### config.mk
export PLATFORM = sky130hd
export DESIGN_NAME = slv_guard_rst_seq
export DESIGN_NICKNAME = d
export VERILOG_FILES = /design/src/rtl/slv_guard_rst_seq.sv
export SDC_FILE = /design/constraint.sdc
export NUM_CORES = 1
export LEC_CHECK = 0
export CAP_MARGIN = 25
export CORE_UTILIZATION = 49
export DETAILED_ROUTE_END_ITERATION = 12
export HOLD_SLACK_MARGIN = 0.15
export PLACE_DENSITY_LB_ADDON = 0.2
export REMOVE_ABC_BUFFERS = 1
export SLEW_MARGIN = 20
export SYNTH_ARGS = -nofsm -noshare
export SYNTH_HDL_FRONTEND = slang
export SYNTH_SLANG_ARGS = --single-unit
### constraint.sdc
create_clock -name clk_i -period 3.05 [get_ports clk_i]
set_clock_uncertainty 0.1 [all_clocks]
set_input_delay 0.4575 -clock clk_i [delete_from_list [all_inputs] [get_ports clk_i]]
set_output_delay 0.4575 -clock clk_i [all_outputs]
set_load 0.005 [all_outputs]
### src/rtl/slv_guard_rst_seq.sv
// Recovery sequencer for a misbehaving AXI subordinate: isolate new requests,
// drain outstanding transactions (bounded), hold the subordinate in reset, release.
module slv_guard_rst_seq #(
  parameter int MaxOutstanding = 16,
  parameter int DrainCycles    = 1024,
  parameter int CntWidth       = 16,
  parameter int OutW           = $clog2(MaxOutstanding + 1)
) (
  input  logic                clk_i,
  input  logic                rst_i,
  input  logic                rst_req_i,
  input  logic [CntWidth-1:0] rst_len_i,
  input  logic                aw_valid_i,
  input  logic                aw_ready_i,
  input  logic                ar_valid_i,
  input  logic                ar_ready_i,
  input  logic                b_valid_i,
  input  logic                b_ready_i,
  input  logic                r_valid_i,
  input  logic                r_ready_i,
  input  logic                r_last_i,
  input  logic                clr_i,
  output logic                isolate_o,
  output logic                slv_rst_o,
  output logic                busy_o,
  output logic                done_o,
  output logic                drain_to_o,
  output logic [OutW-1:0]     wr_out_o,
  output logic [OutW-1:0]     rd_out_o
);

  typedef enum logic [2:0] {
    IDLE,
    ISOLATE,
    RESET,
    RELEASE,
    WAIT_DEASSERT
  } state_e;

  localparam logic [OutW-1:0]     OutMax    = OutW'(MaxOutstanding);
  localparam logic [CntWidth-1:0] DrainLast = CntWidth'(DrainCycles - 1);

  state_e              state;
  logic [CntWidth-1:0] timer;
  logic [CntWidth-1:0] rst_len_eff;
  logic                wr_inc, wr_dec, rd_inc, rd_dec;
  logic                drained;

  assign wr_inc      = aw_valid_i & aw_ready_i;
  assign wr_dec      = b_valid_i & b_ready_i;
  assign rd_inc      = ar_valid_i & ar_ready_i;
  assign rd_dec      = r_valid_i & r_ready_i & r_last_i;
  assign drained     = (wr_out_o == '0) && (rd_out_o == '0);
  // A zero hold length still pulses the subordinate reset for one cycle.
  assign rst_len_eff = (rst_len_i == '0) ? CntWidth'(1) : rst_len_i;

  // Outstanding counters: saturating, simultaneous inc/dec cancel, cleared while in RESET.
  // NOTE: sequential state uses non-blocking assignments only, so every register
  // samples pre-edge values and simulation order between blocks cannot matter.
  always_ff @(posedge clk_i or posedge rst_i) begin
    if (rst_i) begin
      wr_out_o <= '0;
      rd_out_o <= '0;
    end else if (state == RESET) begin
      wr_out_o <= '0;
      rd_out_o <= '0;
    end else begin
      if (wr_inc && !wr_dec && wr_out_o != OutMax)
        wr_out_o <= wr_out_o + OutW'(1);
      else if (wr_dec && !wr_inc && wr_out_o != '0)
        wr_out_o <= wr_out_o - OutW'(1);

      if (rd_inc && !rd_dec && rd_out_o != OutMax)
        rd_out_o <= rd_out_o + OutW'(1);
      else if (rd_dec && !rd_inc && rd_out_o != '0)
        rd_out_o <= rd_out_o - OutW'(1);
    end
  end

  always_ff @(posedge clk_i or posedge rst_i) begin
    if (rst_i) begin
      state      <= IDLE;
      timer      <= '0;
      isolate_o  <= 1'b0;
      slv_rst_o  <= 1'b0;
      busy_o     <= 1'b0;
      done_o     <= 1'b0;
      drain_to_o <= 1'b0;
    end else begin
      done_o <= 1'b0;
      if (clr_i) drain_to_o <= 1'b0;

      unique case (state)
        IDLE: begin
          timer <= '0;
          if (rst_req_i) begin
            state     <= ISOLATE;
            isolate_o <= 1'b1;
            busy_o    <= 1'b1;
          end
        end
        ISOLATE: begin
          // Later assignment to drain_to_o lets a timeout win over a same-cycle clear.
          if (drained || timer == DrainLast) begin
            state     <= RESET;
            timer     <= rst_len_eff;
            slv_rst_o <= 1'b1;
            if (!drained) drain_to_o <= 1'b1;
          end else begin
            timer <= timer + CntWidth'(1);
          end
        end
        RESET: begin
          if (timer == CntWidth'(1)) begin
            state     <= RELEASE;
            slv_rst_o <= 1'b0;
          end else begin
            timer <= timer - CntWidth'(1);
          end
        end
        RELEASE: begin
          state     <= WAIT_DEASSERT;
          isolate_o <= 1'b0;
        end
        WAIT_DEASSERT: begin
          // Parking here until the request drops prevents a stuck request from retriggering.
          if (!rst_req_i) begin
            state  <= IDLE;
            busy_o <= 1'b0;
            done_o <= 1'b1;
          end
        end
        default: state <= IDLE;
      endcase
    end
  end

endmodule

==> results.json, run 1 <==
{
  "ant_nets": 0,
  "wirelength_mm": 7.88,
  "grt_usage_pct": 27.8,
  "r2r_cells": 7,
  "vias": 2874,
  "tritoncts": "yes",
  "dieArea_mm2": 0.00594,
  "areaGrowthSynthToFinish_pct": 23.6,
  "netlist_instances": 334,
  "hp-start": "slv_rst_o",
  "cpPeakStageDelay_ps": 540,
  "ir_worst_vdd_v": 0.000550,
  "drt-initial-drc-count": 218,
  "end_kind": "register",
  "cp-start-kind": "register",
  "fillers": 456,
  "rsz0062_at_grt": "no",
  "hold_viol": 0,
  "crit_type": "reg -> reg",
  "ios": 44,
  "status": "complete, no violations",
  "post_cts_buffers": 0,
  "slowest_stage": "o21ai_0",
  "synthArstFlopShare_pct": 100,
  "worstPathArrival_ps": 2960,
  "path_clk_slew_ps": 80,
  "cts.repair.resized": 0,
  "timing.final.crit_share_pct": 94.4,
  "timing.rr.start": "wr_out_o[2]",
  "cts_root_buf": "clkbuf_8",
  "synth.avg_cell_area_um2": 8.27,
  "slew_headroom_pct": 48.0,
  "cts_buffer_depth": 2,
  "antenna_found_initial": 0,
  "grt_overflow": 0,
  "cp_cell_sequence": "or4_1 -> o21ai_0 -> ha_1 -> a21o_1 -> a21oi_1 -> mux4_2 -> and2_1",
  "gp_congestion": 0.904,
  "grt_pass1_wl_mm": 13.0,
  "drv_cap": 0,
  "final_nets": 418,
  "ys_types": 62,
  "tightestPinTransition_ps": 780,
  "fp-row-count": 26,
  "p_total_w": 0.00348,
  "design.core.area_mm2": 0.00527,
  "htree_levels": 2,
  "clk_latency_ps": 300,
  "cts.sinks": 34,
  "leakagePower_nw": 1.40,
  "dr.pass1.iters": 5,
  "viasPerCell": 6.43,
  "die_x_um": 77.1,
  "drv_slew": 0,
  "hold_depth": 2,
  "synth_edf_count": 0,
  "rr_endpoint": "wr_out_o[4]",
  "dieHeight_um": 77.1,
  "hold_buffers": 0,
  "hp-class": "reg -> reg",
  "yosysSeqAreaShare_pct": 30.8,
  "ys.flop_type": "dfrtp_1",
  "layout-drive-gt1-share_pct": 11.7,
  "max_freq_mhz": 347,
  "numPortBuffers": 43,
  "grt_max_degree": 35,
  "insertedDiodeCount": 0,
  "drc_errors": 0,
  "numCtsBuffers": 5,
  "grt_pass1_vias": 2682,
  "final.min_clock_period_ps": 2880,
  "crit_required_ps": 3130,
  "critPathMaxFanout": 5,
  "reg2reg_slack_ps": 170,
  "hold_end": "slv_rst_o",
  "wl_per_cell_um": 17.6,
  "syn_area_mm2": 0.00276,
  "powerDensity_mw_per_mm2": 1020,
  "hpwlAfterDp_mm": 5.53,
  "multi_input_area_mm2": 0.00175,
  "ys_warn_count": 0,
  "final-seq-area_um2": 851,
  "synth_seq_cells": 34,
  "setup_viol": 0,
  "initial_core_util_pct": 52.4,
  "fin_setup_tns_ps": 0
}
## metrics by stage
step | std cells | utilization (%) | worst slack, ps | instance area (um^2) | hold slack (ps)
floorplan | 310 | - | 174 | 2660 | 393
global placement | 439 | 62.6 | 160 | 3300 | 398
detailed placement | 439 | 62.6 | 27.6 | 3300 | 420
CTS | 447 | 64.8 | 208 | 3410 | 439
global route | 447 | 64.8 | 101 | 3410 | 467
finish | 447 | 64.8 | 170 | 3410 | 436
## cells in the final DEF, fill, tap and decap left out, types with 3 or more instances in the layout
| cell type | n |
|---|---|
| a22oi_1 | 4 |
| ha_1 | 11 |
| o21ai_0 | 25 |
| o31a_1 | 3 |
| or4_1 | 5 |
| inv_1 | 15 |
| buf_4 | 16 |
| clkdlybuf4s50_1 | 43 |
| a32oi_1 | 3 |
| a21oi_1 | 17 |
| dfrtp_1 | 34 |
| mux2_2 | 6 |
| o22ai_1 | 4 |
| nand2_1 | 26 |
| nor2_1 | 30 |
| nor4_1 | 11 |
| xnor2_1 | 6 |
| a32o_1 | 3 |
| o211ai_1 | 4 |
| and3_1 | 4 |
| clkbuf_8 | 5 |
| nand4_1 | 7 |
| nand3_1 | 13 |
| nor3_1 | 14 |
| mux2i_1 | 3 |
| or3_1 | 7 |
| o221ai_1 | 3 |
| o31ai_1 | 3 |
| a211oi_1 | 3 |
| xor2_1 | 3 |
## worst max-delay path, delay by kind of cell (launching register included)
kind                     cells  cell delay [ps]
AO/OA/AOI/OAI                3              870
multiplexers                 1              310
adder cells (fa/ha/maj)      1              370
flip-flops                   1              430
AND/OR/NAND/NOR              2              700
## synthesized netlist by cell type (all sizes together), types with 4 or more instances
| master | instances | area share [%] |
|---|---|---|
| inv | 15 | 2.0 |
| buf | 6 | 1.4 |
| o211ai | 4 | 1.1 |
| nor2 | 31 | 4.3 |
| ha | 11 | 5.0 |
| o31a | 4 | 1.3 |
| and3 | 5 | 1.2 |
| or4 | 5 | 1.4 |
| mux2 | 6 | 2.4 |
| clkbuf | 18 | 2.4 |
| nand4 | 7 | 1.6 |
| nand2 | 26 | 3.5 |
| a22oi | 4 | 1.1 |
| or3 | 8 | 1.9 |
| o21ai | 25 | 4.5 |
| o31ai | 4 | 1.6 |
| xnor2 | 6 | 1.9 |
| dfrtp | 34 | 31 |
| nor4 | 11 | 2.5 |
| nand3 | 13 | 2.4 |
| o22ai | 4 | 0.91 |
| a21oi | 18 | 3.4 |
| nor3 | 14 | 2.5 |
## registers in the layout, indices dropped and copies added (netlist names)
| name | count |
|---|---|
| timer | 16 |
| rd_out_o | 5 |
| wr_out_o | 5 |
| state | 3 |
| busy_o | 1 |
| done_o | 1 |
| drain_to_o | 1 |
| isolate_o | 1 |
| slv_rst_o | 1 |
## layer usage
metal | share of wire (%) | up-vias | global-route usage [%]
li1 | - | 1347 | -
met1 | 43 | 1369 | 37.1
met2 | 46 | 135 | 43.2
met3 | 7.3 | 23 | 4.76
met4 | 2.7 | 0 | 14.0
met5 | 0 | - | 0
## final cells by class
cell class                      instances  share of cell area [%]
Multi-Input combinational cell        261                    51.4
Inverter                               15                    1.65
Timing Repair Buffer                   59                    16.1
Sequential cell                        34                    24.9
Clock buffer                            5                    2.02
Tap cell                               70                    2.57
Clock inverter                          3                    1.32
## how the worst max path moves through the flow
| stage | end | cells past startpoint | from |
|---|---|---|---|
| detailed placement | wr_out_o[4] | 9 | aw_valid_i |
| global route | wr_out_o[4] | 7 | wr_out_o[0] |
| floorplan | wr_out_o[4] | 7 | wr_out_o[0] |
| CTS | wr_out_o[4] | 7 | wr_out_o[2] |
| global placement | wr_out_o[4] | 9 | aw_valid_i |
| finish | wr_out_o[4] | 7 | wr_out_o[2] |
## power by group
part           internal, W  switching, W
combinational     0.000963       0.00115
sequential        0.000633      0.000310
clock             0.000243      0.000186
## logic make-up (layout without fill, tap and decap cells)
family,Yosys count,after routing,share of synthesized area [%]
XOR/XNOR,9,9,2.85
AND/OR/NAND/NOR,136,136,25.6
AO/OA/AOI/OAI,92,92,23.2
adder cells (fa/ha/maj),13,13,6.43
flip-flops,34,34,30.8
buffers and inverters,39,82,5.84
multiplexers,11,11,5.17
Power figures use the tool's default switching activity.
==> run 2: changes to the inputs <==
--- a/config.mk
+++ b/config.mk
@@ -7,6 +7,7 @@
 export LEC_CHECK = 0
 export CAP_MARGIN = 25
 export CORE_UTILIZATION = 49
+export CTS_CLUSTER_DIAMETER = 30
 export DETAILED_ROUTE_END_ITERATION = 12
 export HOLD_SLACK_MARGIN = 0.15
 export PLACE_DENSITY_LB_ADDON = 0.2
==> results of run 2 <==
Same layout as run 1: the final DEF is identical, and so are final timing and power.
==> run 3: changes to the inputs <==
--- a/config.mk
+++ b/config.mk
@@ -5,7 +5,7 @@
 export SDC_FILE = /design/constraint.sdc
 export NUM_CORES = 1
 export LEC_CHECK = 0
-export CAP_MARGIN = 25
+export CAP_MARGIN = 20
 export CORE_UTILIZATION = 49
 export CTS_CLUSTER_DIAMETER = 30
 export DETAILED_ROUTE_END_ITERATION = 12
==> results of run 3 <==
Same layout as run 1: the final DEF is identical, and so are final timing and power.
